$ cat src/rtl/uart_rx.sv
// Asynchronous serial receiver: synchronises the line, finds the start bit, samples each bit at
// mid-period, checks parity and stop bits, and presents each word with a one-cycle valid strobe.
module uart_rx #(
   parameter int DATA_BIT_COUNT   = 8,
   parameter int PARITY_BIT_COUNT = 0,
   parameter int PARITY_ODD       = 0,
   parameter int STOP_BIT_COUNT   = 1,
   parameter int CLK_PER_BIT      = 8
) (
   input  logic                      clk,
   input  logic                      rst,
   input  logic                      serial,
   output logic [DATA_BIT_COUNT-1:0] data,
   output logic                      data_valid,
   output logic                      frame_error,
   output logic                      parity_error,
   output logic                      busy
);

   localparam int HALF = CLK_PER_BIT / 2;
   localparam int CW   = $clog2(CLK_PER_BIT) + 1;
   localparam int IW   = $clog2(DATA_BIT_COUNT);

   typedef enum logic [2:0] {
      SM_IDLE   = 3'd0,
      SM_START  = 3'd1,
      SM_DATA   = 3'd2,
      SM_PARITY = 3'd3,
      SM_STOP   = 3'd4,
      SM_BREAK  = 3'd5
   } state_t;

   state_t                    r_state;
   state_t                    w_next_state;
   logic                      r_sync0;
   logic                      r_sync1;
   logic [CW-1:0]             r_clock_count;
   logic [IW-1:0]             r_bit_idx;
   logic                      r_stop_idx;
   logic [DATA_BIT_COUNT-1:0] r_shift;
   logic                      r_ferr;
   logic                      r_par_err;

   logic w_rx_s;
   logic w_half_done;
   logic w_bit_done;
   logic w_last_data;
   logic w_last_stop;
   logic w_clr_cnt;
   logic w_shift_en;
   logic w_par_en;
   logic w_stop_en;
   logic w_done;

   assign w_rx_s      = r_sync1;
   assign w_half_done = (r_clock_count == CW'(HALF - 1));
   assign w_bit_done  = (r_clock_count == CW'(CLK_PER_BIT - 1));
   assign w_last_data = (r_bit_idx == IW'(DATA_BIT_COUNT - 1));
   assign w_last_stop = (r_stop_idx == 1'(STOP_BIT_COUNT - 1));
   assign busy        = (r_state != SM_IDLE);

   always_ff @(posedge clk) begin
      if (rst) begin
         r_state <= SM_IDLE;
      end else begin
         r_state <= w_next_state;
      end
   end

   always_comb begin
      w_next_state = r_state;
      w_clr_cnt    = 1'b0;
      w_shift_en   = 1'b0;
      w_par_en     = 1'b0;
      w_stop_en    = 1'b0;
      w_done       = 1'b0;
      case (r_state)
         SM_IDLE: begin
            if (!w_rx_s) begin
               w_next_state = SM_START;
               w_clr_cnt    = 1'b1;
            end
         end
         SM_START: begin
            if (w_half_done) begin
               w_clr_cnt    = 1'b1;
               w_next_state = w_rx_s ? SM_IDLE : SM_DATA;
            end
         end
         SM_DATA: begin
            if (w_bit_done) begin
               w_clr_cnt  = 1'b1;
               w_shift_en = 1'b1;
               if (w_last_data) begin
                  w_next_state = (PARITY_BIT_COUNT > 0) ? SM_PARITY : SM_STOP;
               end
            end
         end
         SM_PARITY: begin
            if (w_bit_done) begin
               w_clr_cnt    = 1'b1;
               w_par_en     = 1'b1;
               w_next_state = SM_STOP;
            end
         end
         SM_STOP: begin
            if (w_bit_done) begin
               w_clr_cnt = 1'b1;
               w_stop_en = 1'b1;
               if (w_last_stop) begin
                  // Leaving mid-stop-bit gives the next start edge half a bit of slack.
                  w_done       = 1'b1;
                  w_next_state = (r_ferr || !w_rx_s) ? SM_BREAK : SM_IDLE;
               end
            end
         end
         SM_BREAK: begin
            if (w_rx_s) begin
               w_next_state = SM_IDLE;
            end
         end
         default: begin
            w_next_state = SM_IDLE;
         end
      endcase
   end

   always_ff @(posedge clk) begin
      if (rst) begin
         r_sync0       <= 1'b1;
         r_sync1       <= 1'b1;
         r_clock_count <= '0;
         r_bit_idx     <= '0;
         r_stop_idx    <= 1'b0;
         r_shift       <= '0;
         r_ferr        <= 1'b0;
         r_par_err     <= 1'b0;
         data          <= '0;
         data_valid    <= 1'b0;
         frame_error   <= 1'b0;
         parity_error  <= 1'b0;
      end else begin
         r_sync0    <= serial;
         r_sync1    <= r_sync0;
         data_valid <= w_done;

         if (r_state == SM_IDLE || r_state == SM_BREAK || w_clr_cnt) begin
            r_clock_count <= '0;
         end else begin
            r_clock_count <= r_clock_count + 1'b1;
         end

         // Per-frame status is cleared while the start bit is being qualified.
         if (r_state == SM_START) begin
            r_bit_idx  <= '0;
            r_stop_idx <= 1'b0;
            r_ferr     <= 1'b0;
            r_par_err  <= 1'b0;
         end

         if (w_shift_en) begin
            r_shift[r_bit_idx] <= w_rx_s;
            r_bit_idx          <= r_bit_idx + 1'b1;
         end

         if (w_par_en) begin
            r_par_err <= (^r_shift) ^ w_rx_s ^ 1'(PARITY_ODD);
         end

         if (w_stop_en) begin
            r_stop_idx <= r_stop_idx + 1'b1;
            if (!w_rx_s) begin
               r_ferr <= 1'b1;
            end
         end

         if (w_done) begin
            data         <= r_shift;
            frame_error  <= r_ferr | ~w_rx_s;
            parity_error <= r_par_err;
         end
      end
   end

endmodule

$ cat config.mk
export PLATFORM = sky130hd
export DESIGN_NAME = uart_rx
export DESIGN_NICKNAME = d
export VERILOG_FILES = /design/src/rtl/uart_rx.sv
export SDC_FILE = /design/constraint.sdc
export NUM_CORES = 1
export LEC_CHECK = 0
export ABC_AREA = 1
export CORE_MARGIN = 2
export CORE_UTILIZATION = 35
export CTS_CLUSTER_DIAMETER = 80
export DETAILED_ROUTE_END_ITERATION = 8
export PLACE_DENSITY = 0.58
export SLEW_MARGIN = 10
export SYNTH_ARGS = -nofsm -noshare
export SYNTH_HDL_FRONTEND = slang
export SYNTH_SLANG_ARGS = --single-unit
$ cat constraint.sdc
create_clock -name clk -period 1.8 [get_ports clk]
set_input_delay 0.27 -clock clk [delete_from_list [all_inputs] [get_ports clk]]
set_output_delay 0.27 -clock clk [all_outputs]
set_load 0.03 [all_outputs]
* Yosys cells after proc, flatten, opt, wreduce, memory -nomap -nowiden
Index checks and enable logic that the tools add are counted.
Cells by class: $add $sub $neg 3, order comparisons 2, equal/unequal tests 16, multiplexer cells 32, bitwise logic cells 3, reductions and logical operators 14
Operator list (number):
- 3-bit two-way mux | 11
- 3-bit case mux with 6 select lines | 1
- 1-bit two-way mux | 16
- 2-bit != test (second input constant) | 8
- 3-bit equality test (second input constant) | 3
- 8-bit bitwise mux | 1
- 8-bit AND reduction | 1
- 8-bit parity | 1
- 3-bit by 2-bit equality test with 1-bit output (second input constant) | 2
- 2-bit nonzero test | 3
- 4-bit by 1-bit adder with 4-bit output (second input constant) | 1
- 4-bit by 2-bit equality test with 1-bit output (second input constant) | 1
- 4-bit by 3-bit equality test with 1-bit output (second input constant) | 1
- 3-bit by 4-bit less-than comparator with 1-bit output (second input constant) | 1
- 3-bit by 1-bit adder with 3-bit output (second input constant) | 1
- 1-bit demux with 3-bit select | 1
- 3-bit by 1-bit equality test with 1-bit output (second input constant) | 1
- 3-bit by 1-bit >= comparator with 1-bit output (second input constant) | 1
- 3-bit logical NOT | 1
- 1-bit logical OR | 3
- 1-bit case mux with 3 select lines | 1
- 3-bit nonzero test | 1
- 3-bit OR reduction | 1
- 2-bit two-way mux | 1
- other kinds (7) | 7
Storage, ports and cells: register bits after elaboration 34

* Depth between registers and ports, before layout
depth after elaboration 6, mapped depth 11, mapped depth without buffers 11

* Worst setup path before layout
No wires, ideal clock.
path type register -> register, from register r_clock_count[0], to register r_state[1], arrival time 1.257 ns, slack 0.431 ns, cell stages (with the launch flop) 11, path buffers 0, path through dfxtp_1 -> ha_1 -> nand2_2 -> nor2_4 -> inv_2 -> nand2_2 -> nand3_4 -> nor2_4 -> nand2_2 -> nand2_1 -> nor2_1
Between the ends: longest elaborated chain between the ends 3
Ends and longest elaborated chain:
- start: declaration | RTL line 37 | logic [CW-1:0] r_clock_count;
- start signal: assignment | RTL line 150 | r_clock_count <= r_clock_count + 1'b1;
- 4-bit by 3-bit equality test with 1-bit output or 4-bit by 2-bit equality test with 1-bit output (tied branches) | RTL line 57, 56
- 2-bit != test (no line)
- 8-bit AND reduction (no line) (*)
- end signal: assignment | RTL line 66 | r_state <= w_next_state;
- end: declaration | RTL line 33 | state_t r_state;
Mark *: on every way between the ends. The rest lies on a longest branch, timed or not. A chain may end at the register's enable or synchronous reset.

* Worst setup path after layout
from register r_state[0], to output port busy
Between the ends: longest elaborated chain between the ends 1
Ends and longest elaborated chain:
- 3-bit nonzero test | RTL line 60 | assign busy = (r_state != SM_IDLE);
- end: declaration | RTL line 17 | output logic busy
No other way between the ends.

==> run metrics <==
grt ovf 0; Crit Reg-Reg Startpoint r_clock_count[0]$_SDFF_PP0_; WHS Path Cells 1; reg2reg path depth 8; max_cap viols 0; dominant synthesized flop cell dfxtp_1; antenna-violating nets left 0; Pint about 1.2 mW; cell-by-cell trace of the critical path inv_1, nand2_1, nor2_1, inv_1, dlygate4sd2_1; Fmax 0.623 GHz; dpl cells roughly 320; slowest stage cell on the critical path dlygate4sd2_1; CTS Root Buffer Type clkbuf_8; arrival time at the worst endpoint 1340 ps; clock share of power 0.323; slew margin rel. 0.683; Layout area overhead 19.5%; clock-pin slew on the worst setup and hold paths roughly 70 ps; share of cells above drive strength 1 0.169; Layout Utilization 0.434; IO buf count 14; RSZ-0062 raised after global routing no; clock skew about 7.9 ps; Hold Fails Final Rpt 0; clk sink count 34; number of vias per cell between 4 and 5; Iteration-0 DRC Markers 39; Logic pwr share 0.229; post-CTS setup buffers 0; sw power approximately 0.56 mW; sequential share of power 0.448; met2 routed WL 1.32 mm; H-tree depth 2; Hold Buf Count CTS 0; Avg Cell Area, Syn 7.27 µm²; largest net degree at the start of global routing 20; number of CTS-inserted buffers 5; PD cells 879 mW/mm²; WL per Instance around 10 µm; post-synth top area cell dfxtp_1; Die Ht 74.0 µm; Detailed Place HPWL ~2.5 mm; Area contributors post-synth dfxtp_1 (40%), nand2_1 (14%), a21oi_1 (5.2%); Slew @ Worst Pin ~470 ps; Remaining DRCs 0; most common cell in the netlist nand2_1; Slew Viols, Final 0; # rows 25; die area approximately 0.0055 mm²; Hold WC Path Type reg2reg; initial antenna violation count 0; fin nets ~270; gpl congestion about 0.86; outcome complete, no violations; number of warnings issued by yosys 0; EDFF count, synth 0; # diodes 0; hold slack 411 ps; Syn Nets between 200 and 250; CTS tree yes; routed wl met3 a little under 100 µm; Clock Latency Late Sink approximately 290 ps; Post-Syn Area around 0.0017 mm²; Yosys cell types 29; final-report setup violation count 0; launching element type of the critical path flop; Setup CP Type reg2out; Worst EP required 1530 ps; first-pass GRT wire length ~5.8 mm; max incr delay on CP approximately 360 ps; synthesized instance count about 240; Worst Path Max Fanout 3; core area between 0.004 and 0.005 mm²; Initial Utilization 0.363; Worst Hold Path EP r_sync1$_SDFF_PP1_; I/O pins 15; maximum VDD drop slightly below 0.0004 V; leak pwr 0.912 nW; vias in the first global route around 1.3k; DRT met1 WL roughly 1.8 mm; highest metal used met4; Hold Path Origin r_sync0$_SDFF_PP1_; Reg-to-Reg End r_shift[0]$_SDFFE_PP0P_; drt first pass iters 4; Yosys reg bits 34; switching share of power 0.313; Die Wd 74.0 µm; gr usage total 0.137; setup total negative slack 0 ps; CTS Buffer Depth 2; final WL approximately 3.3 mm; Cell Count, Final, Fillers Out around 330; CP startpoint r_state[0]$_SDFFE_PP0P_; kind of end point of the critical path output port; CP most frequent cell inv_1; post-layout min period approximately 1600 ps; flop-to-flop setup slack 290 ps; Yosys top cell area share 0.397; register area share after synthesis 0.397; synth cell count leaders nand2_1 (65), dfxtp_1 (34), nor2_1 (24); asr flop ratio synth 0; period utilization 0.892; DR vias 1436; Layout fillers between 500 and 600
==> per-stage QoR <==
step / power, mW / setup WS, ps / area [µm²]
2_1_floorplan: 1.14 / 431 / 1720
3_3_place_gp: 1.25 / 270 / 1960
3_5_place_dp: 1.25 / 235 / 1960
4_1_cts: 1.84 / 172 / 2050
5_1_grt: 1.93 / 61.4 / 2050
6_report: 1.80 / 194 / 2050
==> power by group through the flow <==
| stage | registers, mW | clock network, mW | logic (mW) |
|---|---|---|---|
| floorplan | 0.826 | 0 | 0.314 |
| global placement | 0.823 | 0 | 0.431 |
| detailed placement | 0.824 | 0 | 0.429 |
| CTS | 0.806 | 0.610 | 0.421 |
| global route | 0.812 | 0.641 | 0.474 |
| finish | 0.807 | 0.582 | 0.413 |
==> worst max-delay path, delay by kind of cell, from the launching register on <==
family	cells	cell delay, ps
DFF	1	310
buffers and inverters	3	510
and+or+nand+nor	2	240
==> cell families (layout without fill, tap and decap cells) <==
logic type / after synthesis / after routing / share of synthesized area
compound gates: 42 / 42 / 0.140
xor+xnor: 1 / 1 / 0.00510
fa+ha+maj: 3 / 3 / 0.0219
buf+inv: 32 / 56 / 0.0758
flops: 34 / 34 / 0.396
simple gates: 124 / 124 / 0.361
==> metal layers <==
layer | GRT usage | vias up
li1 | - | 794
met1 | 0.189 | 619
met2 | 0.199 | 16
met3 | 0.0407 | 7
met4 | 0.0606 | 0
met5 | 0 | -
==> flip-flops by register name, indices dropped and copies added (netlist names), 3 cells and up <==
| name | cells |
|---|---|
| r_shift | 8 |
| r_bit_idx | 3 |
| data | 8 |
| r_clock_count | 4 |
| r_state | 3 |
==> placed cells by master (no fill, tap or decap) <==
master,instances
a21oi_2,2
nor3_2,2
nor2_1,24
or2_2,2
o21ai_2,4
nand2_2,4
dlygate4sd2_1,1
clkinv_2,1
nand4_1,2
nand2_4,3
nor3_1,7
nor2_8,2
nor2_4,2
clkbuf_8,6
nand3_4,1
xor2_1,1
nand3_1,6
a21oi_1,18
buf_4,6
dfxtp_1,34
clkbuf_1,1
inv_2,5
o21ai_0,9
ha_1,3
o211ai_2,1
or2_1,1
nand2_1,65
inv_1,22
clkinv_1,1
o21ai_1,8
clkdlybuf4s50_1,13
nand3_2,3
==> worst max path at each step <==
stage,end,slack [ps],depth (start not counted)
floorplan,r_state[1]$_SDFFE_PP0P_,430,10
global placement,busy,270,3
detailed placement,busy,230,3
CTS,busy,170,5
global route,busy,60,5
finish,busy,190,5
==> area by class of cell <==
cell class / count / area, µm² / share of cell area
clock buffers: 7 / 86.3 / 0.0421
clock inverters: 1 / 5.00 / 0.00244
inverters: 28 / 105 / 0.0513
multi-input cells: 170 / 906 / 0.442
flip-flops and latches: 34 / 681 / 0.332
well taps: 67 / 83.8 / 0.0409
repair buffers: 20 / 184 / 0.0897
==> what timing repair did <==
item | in CTS | in global routing
endpoints found under the setup margin | 1 | 0
endpoints found under the hold margin | 0 | 0
resized for setup | 1 | 0
(Power assumes the default switching activity.)
==> variant 1: new RTL, config.mk and constraints unchanged <==
Set the parameter `CLK_PER_BIT` to 4 (it was 8).
--- a/src/rtl/uart_rx.sv
+++ b/src/rtl/uart_rx.sv
@@ -6,5 +6,5 @@
    parameter int PARITY_ODD       = 0,
    parameter int STOP_BIT_COUNT   = 1,
-   parameter int CLK_PER_BIT      = 8
+   parameter int CLK_PER_BIT      = 4
 ) (
    input  logic                      clk,
Function: changed (a bounded check fails within 10 cycles, from zero or initial values and one cycle with rst high).
==> variant 1 against the unedited design <==
Design area decreased by 5.4%. Wire length increased by 2.0%. Synthesized area decreased by 4.5%. Worst setup slack improved by 0.0027 ns. Power increased by 12%. Final cell count decreased by 4.9%. Register-to-register slack got worse by 0.08 ns. Sequential cell count decreased by 1. Critical path type unchanged. Largest cell class unchanged. Largest power group unchanged. Highest routed layer unchanged.
==> variant 1: results (changes against the unedited design) <==
* Clock-cell share of area at 4.45% (about the same)
* Netlist cell types at 25 (was 29)
* Syn_area_per_cell at 6.86 um2 (was 7.27 um2)
* Plain + repair buffers at 18 (was 20)
* Via density at 4.66 (was 4.39)
* Syn nets at 247 (was 242)
* Largest net degree at the start of global routing at 21 (was 20)
* Worst Reg-to-Reg Cells at 9 (was 8)
* Crit-path max FO at 6 (was 3)
* Area share of fa/ha/maj cells after synthesis at 3.82% (was 2.19%)
* Synth top area cells: dfxtp_1 (40%), nand2_1 (14%), a21oi_1 (8.2%), inv_1 (6.4%), o21ai_0 (5.2%) (was dfxtp_1 (40%), nand2_1 (14%), a21oi_1 (5.2%), nor2_1 (5.2%), inv_1 (4.8%))
* Vias at 1449 (was 1436)
* Multi-Input Combinational at 168 (was 170)
* Grt met2 use at 19.4% (was 19.9%)
* Clk_skew at 0.00571 ns (was 0.00787 ns)
* Top Registers: data (8), r_shift (8) (was data (8), r_shift (8), r_clock_count (4))
* GRT busiest layer: met1 (was met2)
* 1st-iter DRT viols at 102 (was 39)
* Int Power at 1.30 mW (was 1.24 mW)
* Seq/Total Area, Yosys at 40.3% (was 39.7%)
* Register Area at 661 um2 (was 681 um2)
* Logic inverters at 33 (was 28)
* Sequential Power Share at 41.8% (was 44.8%)
* Status: finished, final reports clean (unchanged)
* Clk pwr at 563 uW (was 582 uW)
* Clock share of power at 27.9% (was 32.3%)
* M1 GR Usage at 19.8% (was 18.9%)
* Site row count at 24 (was 25)
## variant 1: changes by cell type after synthesis, sizes merged, moves of 2 or more
cell    change
ha          +2
nand3       +3
inv         +6
clkbuf      +2
nor3        -3
nand4       -2
o21ai       -3
nand2      -10
a21oi       +8
## variant 1: how the worst min path moves through the flow
stage / from / to / slack, ns / cells past startpoint
final: r_sync0$_SDFF_PP1_ / r_sync1$_SDFF_PP1_ / 0.41 / 1
after global placement: r_sync0$_SDFF_PP1_ / r_sync1$_SDFF_PP1_ / 0.40 / 1
after floorplan: serial / r_sync0$_SDFF_PP1_ / 0.37 / 1
after CTS: r_sync0$_SDFF_PP1_ / r_sync1$_SDFF_PP1_ / 0.41 / 1
after detailed placement: r_sync0$_SDFF_PP1_ / r_sync1$_SDFF_PP1_ / 0.40 / 1
after global routing: r_sync0$_SDFF_PP1_ / r_sync1$_SDFF_PP1_ / 0.42 / 1
==> variant 2: new RTL, same settings <==
Made on the original files. The 6 states of `state_t` get a one-hot encoding in 6 bits.
--- a/src/rtl/uart_rx.sv
+++ b/src/rtl/uart_rx.sv
@@ -22,11 +22,11 @@
    localparam int IW   = $clog2(DATA_BIT_COUNT);
 
-   typedef enum logic [2:0] {
-      SM_IDLE   = 3'd0,
-      SM_START  = 3'd1,
-      SM_DATA   = 3'd2,
-      SM_PARITY = 3'd3,
-      SM_STOP   = 3'd4,
-      SM_BREAK  = 3'd5
+   typedef enum logic [5:0] {
+      SM_IDLE   = 6'b000001,
+      SM_START  = 6'b000010,
+      SM_DATA   = 6'b000100,
+      SM_PARITY = 6'b001000,
+      SM_STOP   = 6'b010000,
+      SM_BREAK  = 6'b100000
    } state_t;
 
Function: no difference found for any inputs over 10 cycles, from zero or initial values and one cycle with rst high; not proved beyond that.
==> variant 2 against the unedited design <==
Synthesized area fell by 4.5%. Power rose by 8.3%. Wire length fell by 5.5%. Via count fell by 8.4%. Worst setup slack got worse by 0.019 ns. Sequential cell count did not move. Design area fell by 7.7%. Clock power fell by 7.0%.
==> variant 2: results (changes against the unedited design) <==
* Layout cells sized above 1 at 15.4% (was 16.9%)
* IO Port Bufs at 13 (was 14)
* Post-Synth XOR/XNOR Area at 0.534% (was 0.510%)
* Vias in the first global route at 1235 (was 1277)
* Complex-gate fraction of the synthesized area at 11.8% (was 14.0%)
* First-pass GRT wire length at 5630 um (was 5800 um)
* Sequential power at 858 uW (was 807 uW)
* Nets at 240 (was 265)
* Int Power at 1.26 mW (was 1.24 mW)
* Maximum vdd drop at 0.000459 V (was 0.000393 V)
* WL/cell at 10.8 um (was 9.95 um)
* Full die area at 0.00525 mm2 (was 0.00548 mm2)
* WL met3 at 103 um (was 97 um)
* Clk_skew at 0.00662 ns (was 0.00787 ns)
* Netlist cell types at 30 (was 29)
* Gpl congestion at 0.782 (was 0.856)
* Met1 Wirelength at 1610 um (was 1770 um)
* Grt met2 use at 21.3% (was 19.9%)
* Commonest cells post-synth: nand2_1 (42), dfxtp_1 (34), inv_1 (28) (was nand2_1 (65), dfxtp_1 (34), nor2_1 (24))
* Seq/Total Area, Yosys at 41.5% (was 39.7%)
* Gate power share at 28.3% (was 22.9%)
* Met2 wire len at 1290 um (was 1320 um)
* HPWL Detailed at 2220 um (was 2460 um)
* Status: finished, final reports clean (unchanged)
* Crit-path max cell delay at 0.38 ns (was 0.36 ns)
* GRT Resource Usage Total at 13.8% (was 13.7%)
* Top Registers: data (8), r_shift (8), r_state (5) (was data (8), r_shift (8), r_clock_count (4))
* Crit-path max FO at 5 (was 3)
* 1st-iter DRT viols at 69 (was 39)
* Vias at 1316 (was 1436)
* Synth top area cells: dfxtp_1 (42%), nand2_1 (9.6%), inv_1 (6.4%), a21oi_1 (5.8%), nor2_1 (5.5%) (was dfxtp_1 (40%), nand2_1 (14%), a21oi_1 (5.2%), nor2_1 (5.2%), inv_1 (4.8%))
* Area share of fa/ha/maj cells after synthesis at 2.29% (was 2.19%)
## variant 2: final timing paths
path / endpoint / slack (ns)
worst max-delay path: busy / 0.17
worst min-delay path: r_sync1$_SDFF_PP1_ / 0.41
worst max register to register: data[0]$_SDFFE_PP0P_ / 0.25
worst min register to register: r_sync1$_SDFF_PP1_ / 0.41
## variant 2: metrics by stage
step | setup WS (ns) | power [mW] | std cells | cell area [um2]
floorplan | 0.485 | 1.32 | 216 | 1640
global placement | 0.256 | 1.45 | 279 | 1810
detailed placement | 0.231 | 1.45 | 279 | 1810
CTS | 0.157 | 1.98 | 286 | 1890
global route | 0.0403 | 2.08 | 286 | 1890
finish | 0.174 | 1.95 | 286 | 1890
## variant 2: area by class of cell
cell class              instances  area, um2
clock buffers                   6       72.6
clock inverters                 1       7.51
fillers                       474       2550
inverters                      31        119
multi-input cells             145        788
flip-flops and latches         34        681
well taps                      52       65.1
repair buffers                 17        159
